## config.mk

```make
export PLATFORM = sky130hd
export DESIGN_NAME = cla_add_sequencer
export DESIGN_NICKNAME = d
export VERILOG_FILES = /design/src/rtl/cla_add_sequencer.sv
export SDC_FILE = /design/constraint.sdc
export NUM_CORES = 1
export LEC_CHECK = 0
export ABC_AREA = 1
export CELL_PAD_IN_SITES_DETAIL_PLACEMENT = 0
export CELL_PAD_IN_SITES_GLOBAL_PLACEMENT = 1
export CORE_AREA = 2 2 241 243
export DETAILED_ROUTE_END_ITERATION = 8
export DIE_AREA = 0 0 243 245
export GPL_TIMING_DRIVEN = 0
export PLACE_DENSITY = 0.77
export SETUP_SLACK_MARGIN = 0.02
export SLEW_MARGIN = 20
export SYNTH_ARGS = -nofsm -noshare
export SYNTH_HDL_FRONTEND = slang
export SYNTH_SLANG_ARGS = --single-unit
```

## constraint.sdc

```tcl
create_clock -name i_clk -period 4 [get_ports i_clk]
set_input_delay 0.6 -clock i_clk [delete_from_list [all_inputs] [get_ports i_clk]]
set_output_delay 0.6 -clock i_clk [all_outputs]
set_load 0.1 [all_outputs]
```

## src/rtl/cla_add_sequencer.sv

```systemverilog
// Round-robin arbitrated 64-bit adder that streams both 32-bit halves of an
// operation through one carry-lookahead adder on consecutive cycles.
module cla_add_sequencer #(
  parameter int unsigned NREQ = 4,
  parameter int unsigned TAGW = 3
) (
  input  logic                 i_clk,
  input  logic                 i_rst,
  input  logic [NREQ-1:0]      i_req_valid,
  input  logic [64*NREQ-1:0]   i_req_a,
  input  logic [64*NREQ-1:0]   i_req_b,
  input  logic [NREQ-1:0]      i_req_cin,
  input  logic [TAGW*NREQ-1:0] i_req_tag,
  output logic [NREQ-1:0]      o_req_ready,
  output logic                 o_res_valid,
  input  logic                 i_res_ready,
  output logic [63:0]          o_res_sum,
  output logic                 o_res_cout,
  output logic                 o_res_ovf,
  output logic [TAGW-1:0]      o_res_tag,
  output logic                 o_busy
);

  localparam int unsigned PTRW = (NREQ > 1) ? $clog2(NREQ) : 1;

  localparam logic [1:0] S_IDLE = 2'd0;
  localparam logic [1:0] S_LO   = 2'd1;
  localparam logic [1:0] S_HI   = 2'd2;
  localparam logic [1:0] S_DONE = 2'd3;

  logic [1:0]      r_state;
  logic [1:0]      w_state_nxt;
  logic [PTRW-1:0] r_rr_ptr;
  logic [63:0]     r_a;
  logic [63:0]     r_b;
  logic            r_cin;
  logic [TAGW-1:0] r_tag;
  logic [31:0]     r_sum_lo;
  logic            r_carry_lo;
  logic [63:0]     r_res_sum;
  logic            r_res_cout;
  logic            r_res_ovf;
  logic [TAGW-1:0] r_res_tag;
  logic            r_res_valid;
  logic            r_busy;

  logic [NREQ-1:0] w_grant;
  logic            w_grant_any;
  logic [PTRW-1:0] w_grant_idx;
  logic [PTRW:0]   w_idx;
  logic [PTRW-1:0] w_ptr_nxt;
  logic            w_hs;
  logic [63:0]     w_cap_a;
  logic [63:0]     w_cap_b;
  logic            w_cap_cin;
  logic [TAGW-1:0] w_cap_tag;
  logic [31:0]     w_add_a;
  logic [31:0]     w_add_b;
  logic            w_add_ci;
  logic [31:0]     w_add_sum;
  logic            w_add_co;

  // 32-bit adder: 4-bit lookahead groups with a lookahead chain across groups
  function automatic logic [32:0] cla32(input logic [31:0] a, input logic [31:0] b,
                                        input logic ci);
    logic [31:0] g;
    logic [31:0] p;
    logic [31:0] c;
    logic [7:0]  gg;
    logic [7:0]  gp;
    logic [8:0]  gc;
    g = a & b;
    p = a ^ b;
    for (int j = 0; j < 8; j++) begin
      gg[j] = g[4*j+3] | (p[4*j+3] & g[4*j+2]) | (p[4*j+3] & p[4*j+2] & g[4*j+1]) |
              (p[4*j+3] & p[4*j+2] & p[4*j+1] & g[4*j]);
      gp[j] = &p[4*j +: 4];
    end
    gc[0] = ci;
    for (int j = 0; j < 8; j++) gc[j+1] = gg[j] | (gp[j] & gc[j]);
    for (int j = 0; j < 8; j++) begin
      c[4*j]   = gc[j];
      c[4*j+1] = g[4*j] | (p[4*j] & gc[j]);
      c[4*j+2] = g[4*j+1] | (p[4*j+1] & g[4*j]) | (p[4*j+1] & p[4*j] & gc[j]);
      c[4*j+3] = g[4*j+2] | (p[4*j+2] & g[4*j+1]) | (p[4*j+2] & p[4*j+1] & g[4*j]) |
                 (p[4*j+2] & p[4*j+1] & p[4*j] & gc[j]);
    end
    return {gc[8], p ^ c};
  endfunction

  // Rotating-priority search: first valid requester at or after rr_ptr
  always_comb begin
    w_grant     = '0;
    w_grant_any = 1'b0;
    w_grant_idx = '0;
    w_idx       = '0;
    for (int k = 0; k < int'(NREQ); k++) begin
      w_idx = {1'b0, r_rr_ptr} + (PTRW+1)'(k);
      if (w_idx >= (PTRW+1)'(NREQ)) w_idx = w_idx - (PTRW+1)'(NREQ);
      if (!w_grant_any && i_req_valid[w_idx[PTRW-1:0]]) begin
        w_grant_any = 1'b1;
        w_grant_idx = w_idx[PTRW-1:0];
      end
    end
    if (w_grant_any) w_grant[w_grant_idx] = 1'b1;
  end

  assign o_req_ready = (r_state == S_IDLE && !i_rst) ? w_grant : '0;
  assign w_hs        = (r_state == S_IDLE) && w_grant_any;
  assign w_ptr_nxt   = (w_grant_idx == PTRW'(NREQ - 1)) ? '0 : w_grant_idx + PTRW'(1);

  // Operand selection for the granted requester
  always_comb begin
    w_cap_a   = '0;
    w_cap_b   = '0;
    w_cap_cin = 1'b0;
    w_cap_tag = '0;
    for (int i = 0; i < int'(NREQ); i++) begin
      if (w_grant[i]) begin
        w_cap_a   = i_req_a[64*i +: 64];
        w_cap_b   = i_req_b[64*i +: 64];
        w_cap_cin = i_req_cin[i];
        w_cap_tag = i_req_tag[TAGW*i +: TAGW];
      end
    end
  end

  // Shared adder: low half in LO, high half with registered carry in HI
  always_comb begin
    w_add_a  = r_a[31:0];
    w_add_b  = r_b[31:0];
    w_add_ci = r_cin;
    if (r_state == S_HI) begin
      w_add_a  = r_a[63:32];
      w_add_b  = r_b[63:32];
      w_add_ci = r_carry_lo;
    end
    {w_add_co, w_add_sum} = cla32(w_add_a, w_add_b, w_add_ci);
  end

  // Next-state logic
  always_comb begin
    w_state_nxt = r_state;
    case (r_state)
      S_IDLE:  if (w_grant_any) w_state_nxt = S_LO;
      S_LO:    w_state_nxt = S_HI;
      S_HI:    w_state_nxt = S_DONE;
      S_DONE:  if (i_res_ready) w_state_nxt = S_IDLE;
      default: w_state_nxt = S_IDLE;
    endcase
  end

  // State register
  always_ff @(posedge i_clk) begin
    if (i_rst) r_state <= S_IDLE;
    else       r_state <= w_state_nxt;
  end

  // Operand capture, half-sum pipeline, result and status registers
  always_ff @(posedge i_clk) begin
    if (i_rst) begin
      r_rr_ptr    <= '0;
      r_a         <= '0;
      r_b         <= '0;
      r_cin       <= 1'b0;
      r_tag       <= '0;
      r_sum_lo    <= '0;
      r_carry_lo  <= 1'b0;
      r_res_sum   <= '0;
      r_res_cout  <= 1'b0;
      r_res_ovf   <= 1'b0;
      r_res_tag   <= '0;
      r_res_valid <= 1'b0;
      r_busy      <= 1'b0;
    end else begin
      r_busy      <= (w_state_nxt != S_IDLE);
      r_res_valid <= (w_state_nxt == S_DONE);
      if (w_hs) begin
        r_rr_ptr <= w_ptr_nxt;
        r_a      <= w_cap_a;
        r_b      <= w_cap_b;
        r_cin    <= w_cap_cin;
        r_tag    <= w_cap_tag;
      end
      if (r_state == S_LO) begin
        r_sum_lo   <= w_add_sum;
        r_carry_lo <= w_add_co;
      end
      if (r_state == S_HI) begin
        r_res_sum  <= {w_add_sum, r_sum_lo};
        r_res_cout <= w_add_co;
        r_res_ovf  <= (r_a[63] == r_b[63]) && (w_add_sum[31] != r_a[63]);
        r_res_tag  <= r_tag;
      end
    end
  end

  assign o_res_valid = r_res_valid;
  assign o_res_sum   = r_res_sum;
  assign o_res_cout  = r_res_cout;
  assign o_res_ovf   = r_res_ovf;
  assign o_res_tag   = r_res_tag;
  assign o_busy      = r_busy;

endmodule

```

==> key figures, run 1 <==
Setup path
  – Reg2reg setup slack: 0.28 ns
  – Critical path's slowest cell: buf_4
  – Cell mode on critical path: nor2_1
  – CP max stage delay: 0.35 ns
  – CP Class: reg -> out
  – Setup crit start kind: flop
  – Reg2reg path depth: 21
  – CP Max Fanout: 6
  – CP delay by family, top: simple AND/OR/NAND/NOR gates
  – Cells along the critical path: buf_6, inv_2, or2_0, o21ai_2, nor2_1, nor2_2, nand3_2, a21oi_4, o21ai_0, o21ai_1, ha_2, nand2_2, nor2_1, buf_4
  – R2R Path Start: r_rr_ptr[0]$_SDFFE_PP0P_
  – Worst EP required: 3.40 ns
  – Worst R2R End: r_a[56]$_SDFFE_PP0P_
  – Worst EP arrival: 3.22 ns
  – Crit path buf inv count: 3
  – CP Capture Type: output port

Die
  – Die Wd: 243 um
  – IO Count: 610
  – Chip height: 245 um
  – Initial Util: 25.4%
  – Core Footprint: 57000 um^2
  – Total die area: 59500 um^2
  – # rows: 88

Finish
  – Layout Nets: 3462
  – Cell Count, Final, Fillers Out: 3672
  – Most frequent cells in the layout: clkdlybuf4s50_1 (604), nand2_1 (462), a21oi_1 (321)
  – Design Area, Final: 22700 um^2
  – Leading cell type in the layout, fill and taps excluded: clkdlybuf4s50_1
  – Final Util: 39.8%
  – Fillers: 6214
  – Multi-input gate area: 8470 um^2
  – Area growth syn-to-layout: 56.7%
  – FF+latch area: 4800 um^2
  – Layout cells sized above 1: 6.69%

STA
  – Endpoints failing hold: 0
  – Setup_tns: 0 ns
  – Slew of the pin with the lowest slew margin: 1.06 ns
  – Clock skew: 0.0181 ns
  – RSZ-0062 raised after global routing: false
  – Fin crit period: 3.82 ns
  – Max Freq: 262 MHz
  – Worst hold slack: 0.462 ns
  – Final worst slack: 0.185 ns
  – Final setup fails: 0
  – Final period utilization: 95.4%
  – Count of pins over their slew limit: 0
  – Worst relative slew slack: 29.1%

Place
  – DP HPWL: 68700 um
  – Pre-CTS setup slack: -1.37 ns
  – Port bufs: 608
  – Placed Cells: 3614
  – Post-Place Cell Area: 21500 um^2
  – Placer Congestion: 0.945

Global routing
  – Vias in the first global route: 17935
  – GRT Util Overall: 26.0%
  – Largest net degree at the start of global routing: 15
  – First-pass GRT wire length: 115000 um
  – Initial antenna violation count: 9
  – Global route overflow: 0

Route
  – Post-route ant nets: 0
  – Vias: 18145
  – DRC: 0
  – Routed len/inst: 22.3 um
  – First DRT Iteration DRCs: 1106
  – Vias per cell: 4.94
  – WL final: 81700 um
  – DRT Pass-1 Iters: 6

Hold path
  – Hold path depth: 2
  – Endpoint, Worst Hold: r_a[16]$_SDFFE_PP0P_
  – Hold Path Class: reg -> reg
  – Hold Startpoint: r_a[16]$_SDFFE_PP0P_

Synth
  – Compound-Gate Fraction of Synth Area: 25.3%
  – Simple-Gate Fraction of Synth Area: 26.6%
  – Distinct cell type count after synthesis: 37
  – Syn avg cell area: 6.46 um^2
  – Synth Net Count: 2820
  – Synth Area in Adders: 4.22%
  – Yosys reg bits: 240
  – Main combinational cell family by area after synthesis: simple AND/OR/NAND/NOR gates
  – Syn Std Cell Area: 14500 um^2
  – Register area share after synthesis: 33.2%
  – Yosys warning count: 0
  – XOR/XNOR Fraction of Synth Area: 1.50%
  – Post-synthesis mux area share: 0.207%
  – Post-Syn Instances: 2241

CTS
  – Clock Root Buffer: clkbuf_16
  – Number of H-tree levels: 1
  – Clk sinks: 240
  – TritonCTS buffer count: 26
  – Hold Buf Count CTS: 0
  – CTS Buffer Depth: 3
  – TritonCTS clock tree: yes
  – Clk pin slew, worst setup/hold paths: 0.06 ns
  – Latest clock arrival within the worst-skew pair: 0.55 ns

Run status
  – Status: completed

Power and ir drop
  – Leakage power: 9.13 nW
  – Design Power: 23.5 mW
  – Power Density: 1040 nW/um^2
  – Maximum VDD drop: 0.524 mV

Run
  – Max_cap viols: 0
-- power breakdown --
part           switching (mW)  leakage, nW  internal, mW  total [mW]
clock                    1.01        0.441          1.53        2.54
sequential              0.467         1.97          3.11        3.58
combinational            11.9         6.72          5.49        17.4
total                    13.4         9.13          10.1        23.5
-- cell usage after synthesis, drive strengths merged --
cell type / number / area [um^2]
nand2: 473 / 1800
dfxtp: 240 / 4800
o21bai: 1 / 7.51
a31oi: 1 / 6.26
nand3: 274 / 1380
xnor2: 8 / 77.6
xor2: 16 / 140
o21ai: 392 / 1970
inv: 94 / 353
o211ai: 3 / 22.5
buf: 93 / 574
o311ai: 1 / 8.76
fa: 8 / 160
mux2i: 3 / 30.0
or2: 8 / 50.1
clkinv: 1 / 3.75
a21oi: 322 / 1620
nor3: 1 / 5.00
nor2: 164 / 618
o21a: 1 / 7.51
clkbuf: 98 / 369
a211oi: 3 / 22.5
ha: 36 / 450
-- worst max-delay path by stage --
| stage | start | endpoint | cells after the start |
|---|---|---|---|
| 2_1_floorplan | i_req_valid[0] | o_req_ready[1] | 11 |
| 3_3_place_gp | i_req_valid[0] | r_a[56]$_SDFFE_PP0P_ | 21 |
| 3_5_place_dp | i_req_valid[0] | r_a[56]$_SDFFE_PP0P_ | 21 |
| 4_1_cts | r_rr_ptr[0]$_SDFFE_PP0P_ | r_b[45]$_SDFFE_PP0P_ | 21 |
| 5_1_grt | r_state[1]$_SDFF_PP0_ | o_res_sum[61]$_SDFFE_PP0P_ | 26 |
| 6_report | r_rr_ptr[0]$_SDFFE_PP0P_ | o_req_ready[1] | 14 |
-- state kept, by name, summed over array words and instances, names as in the netlist, 2 cells and up --
signal     flops
r_rr_ptr       2
r_state        2
r_b           64
o_res_sum     64
o_res_tag      3
r_tag          3
r_a           64
r_sum_lo      32
-- tightest hold or removal path, cell delays in order, from the launching register on --
cell and delay, ns:
dfxtp_1 0.30, nand2_1 0.06, a21oi_1 0.05
-- layout make-up --
type / instances / share of cell area, %
clock buffers: 33 / 3.16
multi-input cells: 1715 / 37.3
repair buffers: 614 / 27.1
well taps: 765 / 4.22
flip-flops and latches: 240 / 21.2
inverters: 95 / 1.60
diodes: 6 / 0.0662
plain buffers: 191 / 4.52
clock inverters: 13 / 0.833
-- kinds of logic after synthesis --
| group | after synthesis |
|---|---|
| compound gates | 724 |
| mux | 3 |
| flops | 240 |
| buf+inv | 286 |
| fa+ha+maj | 44 |
| simple gates | 920 |
| xor+xnor | 24 |
-- repair_timing --
action                                  in CTS  in global routing
setup buffers                                3                  3
gates resized for setup                     49                 70
endpoints found under the setup margin     141                127
endpoints found under the hold margin        0                  0
pin swaps                                    1                  3
-- metal layers --
metal | GRT usage [%] | vias to the layer above | wire (um)
met2 | 45.0 | 668 | 39300
met5 | 0 | - | 47
met3 | 4.49 | 127 | 4870
met1 | 32.5 | 8489 | 34800
met4 | 8.91 | 6 | 2760
li1 | - | 8855 | -
(Power assumes the default switching activity.)
==> inputs of run 2 (changes only) <==
==> constraint.sdc (replaced) <==
create_clock -name i_clk -period 4 [get_ports i_clk]
set_input_delay 0.6 -clock i_clk [delete_from_list [all_inputs] [get_ports i_clk]]
set_output_delay 0.6 -clock i_clk [all_outputs]
set_load 0.02 [all_outputs]
==> key figures, run 2 (synthesis results as in run 1) <==
Run status
  – Status: completed

Global routing
  – Vias in the first global route: 17832
  – Global route overflow: 0
  – GRT Util Overall: 25.9%
  – Largest net degree at the start of global routing: 13
  – Initial antenna violation count: 3
  – First-pass GRT wire length: 115000 um

Die
  – Core Footprint: 57000 um^2
  – Total die area: 59500 um^2
  – IO Count: 610
  – # rows: 88
  – Initial Util: 25.4%
  – Chip height: 245 um
  – Die Wd: 243 um

CTS
  – Clk sinks: 240
  – Clk pin slew, worst setup/hold paths: 0.06 ns
  – Number of H-tree levels: 1
  – TritonCTS clock tree: yes
  – Hold Buf Count CTS: 0
  – Latest clock arrival within the worst-skew pair: 0.54 ns
  – CTS Buffer Depth: 3
  – Clock Root Buffer: clkbuf_16
  – TritonCTS buffer count: 25

STA
  – RSZ-0062 raised after global routing: true
  – Final period utilization: 93.2%
  – Count of pins over their slew limit: 0
  – Final worst slack: 0.274 ns
  – Clock skew: 0.0146 ns
  – Worst relative slew slack: 41.9%
  – Max Freq: 268 MHz
  – Endpoints failing hold: 0
  – Slew of the pin with the lowest slew margin: 0.872 ns
  – Final setup fails: 0
  – Fin crit period: 3.73 ns

Hold path
  – Hold Path Class: reg -> reg
  – Hold Startpoint: r_b[36]$_SDFFE_PP0P_
  – Endpoint, Worst Hold: r_b[36]$_SDFFE_PP0P_
  – Hold path depth: 2

Place
  – DP HPWL: 68300 um
  – Placed Cells: 3614
  – Post-Place Cell Area: 21500 um^2
  – Placer Congestion: 0.972
  – Pre-CTS setup slack: -1.19 ns
  – Port bufs: 608

Route
  – Met3 wire len: 4560 um
  – WL final: 81500 um
  – First DRT Iteration DRCs: 1426
  – DRC: 0
  – Post-route ant nets: 0
  – Vias per cell: 4.96
  – Top Layer Used: met5
  – Vias: 18143
  – Met1 wire length: 35300 um
  – Routed len/inst: 22.3 um
  – Metal2 WL: 39700 um
  – DRT Pass-1 Iters: 6

Finish
  – Area growth syn-to-layout: 55.2%
  – Most frequent cells in the layout: clkdlybuf4s50_1 (604), nand2_1 (461), a21oi_1 (321)
  – Layout cells sized above 1: 6.23%
  – Multi-input gate area: 8440 um^2
  – Layout Nets: 3460
  – Cell Count, Final, Fillers Out: 3658
  – Leading cell type in the layout, fill and taps excluded: clkdlybuf4s50_1
  – Fillers: 6130
  – Design Area, Final: 22500 um^2
  – FF+latch area: 4810 um^2

Setup path
  – Critical path's slowest cell: fa_2
  – CP max stage delay: 0.40 ns
  – CP Capture Type: flop
  – CP Max Fanout: 10
  – Crit path buf inv count: 4
  – Setup crit start kind: flop
  – Worst EP arrival: 4.10 ns
  – Worst R2R End: o_res_sum[61]$_SDFFE_PP0P_
  – Worst EP required: 4.37 ns
  – Reg2reg setup slack: 0.27 ns
  – Cell mode on critical path: nand2_1
  – R2R Path Start: r_state[0]$_SDFF_PP0_
  – CP Class: reg -> reg
  – Reg2reg path depth: 27
  – CP delay by family, top: simple AND/OR/NAND/NOR gates
  – Worst Setup SP: r_state[0]$_SDFF_PP0_

Power and ir drop
  – Power Density: 978 nW/um^2
  – Internal power: 9.84 mW
  – Switching power: 12.1 mW
  – Clock power share: 10.1%
  – Switching part of the total: 55.2%
  – Leakage power: 9.06 nW
  – Design Power: 22.0 mW
  – Seq pwr share: 16.3%
  – Maximum VDD drop: 0.544 mV
  – Logic gate share of total power: 73.6%

Run
  – Max_cap viols: 0
-- run 2: cell count changes in the layout (fill, tap and decap cells not counted), moves of 2 or more --
cell	previous run	this run
bufinv_16	4	1
diode_2	6	2
clkinvlp_4	3	1
buf_4	15	12
nand2_2	7	9
buf_12	2	0
nor2_1	161	163
clkbuf_4	3	7
-- run 2: final cells by class --
| cell class | count | area share (%) |
|---|---|---|
| Buffer | 191 | 4.58 |
| Inverter | 95 | 1.61 |
| Clock buffer | 32 | 3.08 |
| Sequential cell | 240 | 21.4 |
| Antenna cell | 2 | 0.0223 |
| Tap cell | 765 | 4.26 |
| Multi-Input combinational cell | 1715 | 37.6 |
| Clock inverter | 5 | 0.239 |
| Timing Repair Buffer | 613 | 27.2 |
-- run 2: power groups by stage --
stage | sequential [mW] | clock (mW) | combinational, mW
6_report | 3.58 | 2.23 | 16.2
5_1_grt | 3.63 | 2.35 | 17.7
4_1_cts | 3.56 | 2.26 | 16.0
3_5_place_dp | 3.61 | 0 | 15.9
3_3_place_gp | 3.60 | 0 | 15.7
2_1_floorplan | 3.63 | 0 | 9.56
-- run 2: how the worst max path moves through the flow --
stage / endpoint / cells past startpoint
after floorplan: r_sum_lo[29]$_SDFFE_PP0P_ / 27
after global placement: r_b[14]$_SDFFE_PP0P_ / 21
after detailed placement: r_b[14]$_SDFFE_PP0P_ / 20
after CTS: r_a[34]$_SDFFE_PP0P_ / 22
after global routing: o_res_cout$_SDFFE_PP0P_ / 27
final: o_res_sum[61]$_SDFFE_PP0P_ / 27
-- run 2: worst reg2reg max path, delay by kind of cell, from the launching register on --
family | cells | cell delay, ns
AND/OR/NAND/NOR | 19 | 1.53
adder cells (fa/ha/maj) | 2 | 0.71
buffers and inverters | 4 | 0.70
flip-flops | 1 | 0.32
XOR/XNOR | 1 | 0.20
AO/OA/AOI/OAI | 1 | 0.10
-- run 2: layer usage --
metal / up-vias / GRT usage (%)
li1: 8837 / -
met1: 8540 / 33.4
met2: 671 / 46.1
met3: 93 / 3.48
met4: 2 / 5.52
met5: - / 0
-- run 2: timing repair --
item	in CTS	in global routing
setup endpoints to repair	160	109
buffers inserted	0	5
pin swaps	0	1
resized for setup	34	64
-- run 2: stage by stage --
stage	setup TNS [ns]	util, %	hold WS (ns)
floorplan	0	-	0.424
global placement	-111.52	37.7	0.455
detailed placement	-118.66	37.7	0.457
CTS	0	39.2	0.466
global route	0	39.4	0.476
finish	0	39.4	0.466
==> inputs of run 3 (changes only) <==
==> config.mk (replaced) <==
export PLATFORM = sky130hd
export DESIGN_NAME = cla_add_sequencer
export DESIGN_NICKNAME = d
export VERILOG_FILES = /design/src/rtl/cla_add_sequencer.sv
export SDC_FILE = /design/constraint.sdc
export NUM_CORES = 1
export LEC_CHECK = 0
export CELL_PAD_IN_SITES_DETAIL_PLACEMENT = 0
export CELL_PAD_IN_SITES_GLOBAL_PLACEMENT = 1
export CORE_AREA = 2 2 234 236
export DETAILED_ROUTE_END_ITERATION = 8
export DIE_AREA = 0 0 236 238
export GPL_TIMING_DRIVEN = 0
export PLACE_DENSITY = 0.78
export SETUP_SLACK_MARGIN = 0.02
export SLEW_MARGIN = 0
export SYNTH_ARGS = -nofsm -noshare
export SYNTH_HDL_FRONTEND = slang
export SYNTH_SLANG_ARGS = --single-unit
==> key figures, run 3 <==
Run status
  – Status: completed

Global routing
  – Global route overflow: 0
  – Vias in the first global route: 16715
  – First-pass GRT wire length: 106000 um
  – Largest net degree at the start of global routing: 20
  – GRT Util Overall: 25.0%
  – Initial antenna violation count: 1

Setup path
  – Worst EP required: 3.40 ns
  – CP delay by family, top: buffers and inverters
  – Worst R2R End: o_res_sum[60]$_SDFFE_PP0P_
  – CP max stage delay: 0.56 ns
  – Critical path's slowest cell: clkdlybuf4s50_1
  – Cells along the critical path: clkdlybuf4s50_1, inv_1, a21oi_1, o22ai_1, a21oi_2, inv_1, ha_1, nand2_2, clkbuf_4, nor2_1, clkdlybuf4s50_1
  – R2R Path Start: r_state[0]$_SDFF_PP0_
  – Crit path buf inv count: 5
  – Reg2reg path depth: 17
  – CP Class: in -> out
  – Reg2reg setup slack: 0.22 ns
  – CP Max Fanout: 10
  – Setup crit start kind: input port
  – CP Capture Type: output port
  – Worst EP arrival: 3.23 ns

Finish
  – Area growth syn-to-layout: 58.9%
  – Layout cells sized above 1: 5.16%
  – Most frequent cells in the layout: clkdlybuf4s50_1 (608), nand2_1 (324), dfxtp_1 (238)
  – Multi-input gate area: 8240 um^2
  – Layout Nets: 3137
  – FF+latch area: 4810 um^2
  – Fillers: 5454
  – Leading cell type in the layout, fill and taps excluded: clkdlybuf4s50_1

CTS
  – Number of H-tree levels: 1
  – Hold Buf Count CTS: 0
  – Clk pin slew, worst setup/hold paths: 0.06 ns
  – Clk sinks: 240
  – TritonCTS clock tree: yes
  – CTS Buffer Depth: 3
  – Latest clock arrival within the worst-skew pair: 0.55 ns
  – TritonCTS buffer count: 26
  – Clock Root Buffer: clkbuf_16

Power and ir drop
  – Seq pwr share: 30.5%
  – Clock power share: 29.3%
  – Leakage power: 8.79 nW
  – Maximum VDD drop: 0.299 mV
  – Internal power: 6.15 mW
  – Logic gate share of total power: 40.2%
  – Power Density: 426 nW/um^2
  – Switching power: 3.42 mW
  – Switching part of the total: 35.8%

Route
  – Vias per cell: 5.17
  – Post-route ant nets: 0
  – First DRT Iteration DRCs: 1152
  – WL final: 73800 um
  – Routed len/inst: 22.5 um
  – DRC: 0
  – Vias: 16942
  – DRT Pass-1 Iters: 6

Synth
  – Distinct cell type count after synthesis: 53
  – Post-synth EDFFs: 0
  – Synth Net Count: 2497
  – Synth async-reset ratio: 0%
  – Largest area contributor in the netlist: dfxtp_1
  – Most common cell in the netlist: nand2_1
  – Yosys reg bits: 240
  – Commonest cells in the netlist: nand2_1 (331), dfxtp_1 (240), a21oi_1 (222)
  – Synth Flop Type: dfxtp_1
  – Top-area cell type share of the netlist area: 34.0%
  – Register area share after synthesis: 34.0%
  – Syn avg cell area: 7.38 um^2
  – Post-Syn Instances: 1918
  – Syn Std Cell Area: 14200 um^2
  – Yosys warning count: 0
  – Main area contributors after synthesis: dfxtp_1 (34%), a221o_1 (9.3%), nand2_1 (8.8%)

STA
  – Final period utilization: 95.7%
  – Endpoints failing hold: 0
  – Worst relative slew slack: 29.8%
  – Count of pins over their slew limit: 0
  – Fin crit period: 3.83 ns
  – Final setup fails: 0
  – Worst hold slack: 0.456 ns
  – Max Freq: 261 MHz
  – Slew of the pin with the lowest slew margin: 1.05 ns
  – Clock skew: 0.0139 ns
  – Setup_tns: 0 ns
  – RSZ-0062 raised after global routing: false

Die
  – Core Footprint: 53500 um^2
  – Chip height: 238 um
  – # rows: 85
  – Total die area: 56200 um^2
  – Die Wd: 236 um
  – IO Count: 610
  – Initial Util: 26.5%

Hold path
  – Endpoint, Worst Hold: o_res_sum[20]$_SDFFE_PP0P_
  – Hold path depth: 2
  – Hold Startpoint: o_res_sum[20]$_SDFFE_PP0P_
  – Hold Path Class: reg -> reg

Run
  – Max_cap viols: 0

Place
  – Placer Congestion: 0.929
  – DP HPWL: 62100 um
  – Port bufs: 609
==> run 3: cells by family (layout without fill, tap and decap cells) <==
| family | Yosys count | in the layout | share of synthesized area, % |
|---|---|---|---|
| and+or+nand+nor | 572 | 572 | 16.5 |
| muxes | 8 | 8 | 0.654 |
| adders and majority gates | 44 | 44 | 4.31 |
| AOI/OAI and AO/OA | 698 | 698 | 34.2 |
| DFF | 240 | 240 | 34.0 |
| xor gates and xnor gates | 17 | 17 | 1.05 |
| buffers and inverters | 339 | 999 | 9.27 |
| other | 0 | 1 | 0 |
==> run 3: worst max-delay path by stage <==
stage	from	to	slack, ns	cells past startpoint
2_1_floorplan	r_state[1]$_SDFF_PP0_	r_sum_lo[29]$_SDFFE_PP0P_	0.07	18
3_3_place_gp	r_state[1]$_SDFF_PP0_	r_sum_lo[29]$_SDFFE_PP0P_	-1.26	19
3_5_place_dp	r_state[1]$_SDFF_PP0_	r_sum_lo[29]$_SDFFE_PP0P_	-1.25	18
4_1_cts	r_state[0]$_SDFF_PP0_	r_sum_lo[29]$_SDFFE_PP0P_	0.03	18
5_1_grt	i_req_valid[1]	o_req_ready[2]	0.02	11
6_report	i_req_valid[1]	o_req_ready[2]	0.17	11
==> run 3: power by group through the flow <==
stage | registers [mW] | clock network [mW] | logic (mW)
2_1_floorplan | 2.90 | 0 | 2.10
3_3_place_gp | 2.95 | 0 | 3.69
3_5_place_dp | 2.96 | 0 | 3.75
4_1_cts | 2.91 | 2.84 | 3.82
5_1_grt | 2.94 | 2.94 | 4.19
6_report | 2.92 | 2.81 | 3.84
==> run 3: worst min-delay path: cells and delay by family (launching register included) <==
kind               cells  cell delay, ns
AOI/OAI and AO/OA      1            0.05
DFF                    1            0.31
and+or+nand+nor        1            0.05
==> run 3: repair_timing <==
item,4_1_cts,5_1_grt
pin swaps,6,8
buffers inserted,3,4
resized for setup,66,37
setup endpoints to repair,68,21
==> run 3: final cells by class <==
type	instances	share of cell area, %
tap	696	3.87
clock buffer	32	3.17
timing repair buffer	616	27.4
buffer	177	3.56
multi-input combinational	1339	36.6
clock inverter	16	1.32
sequential	240	21.4
inverter	158	2.65
antenna	1	0.0111
==> run 3: metrics by stage <==
step	utilization (%)	cells	power (mW)	worst slack [ns]	area (um^2)
finish	42.0	3275	9.57	0.172	22500
global route	42.0	3275	10.1	0.0213	22500
CTS	41.9	3271	9.58	0.0301	22400
detailed placement	39.5	3223	6.71	-1.25	21100
global placement	39.5	3223	6.65	-1.26	21100
floorplan	-	1918	5.00	0.0667	14200
==> run 3: layer usage <==
metal | track usage, % | share of wire (%)
met5 | 0 | 0
met1 | 31.5 | 43
met4 | 6.93 | 2.9
met2 | 44.7 | 49
met3 | 3.12 | 5.1
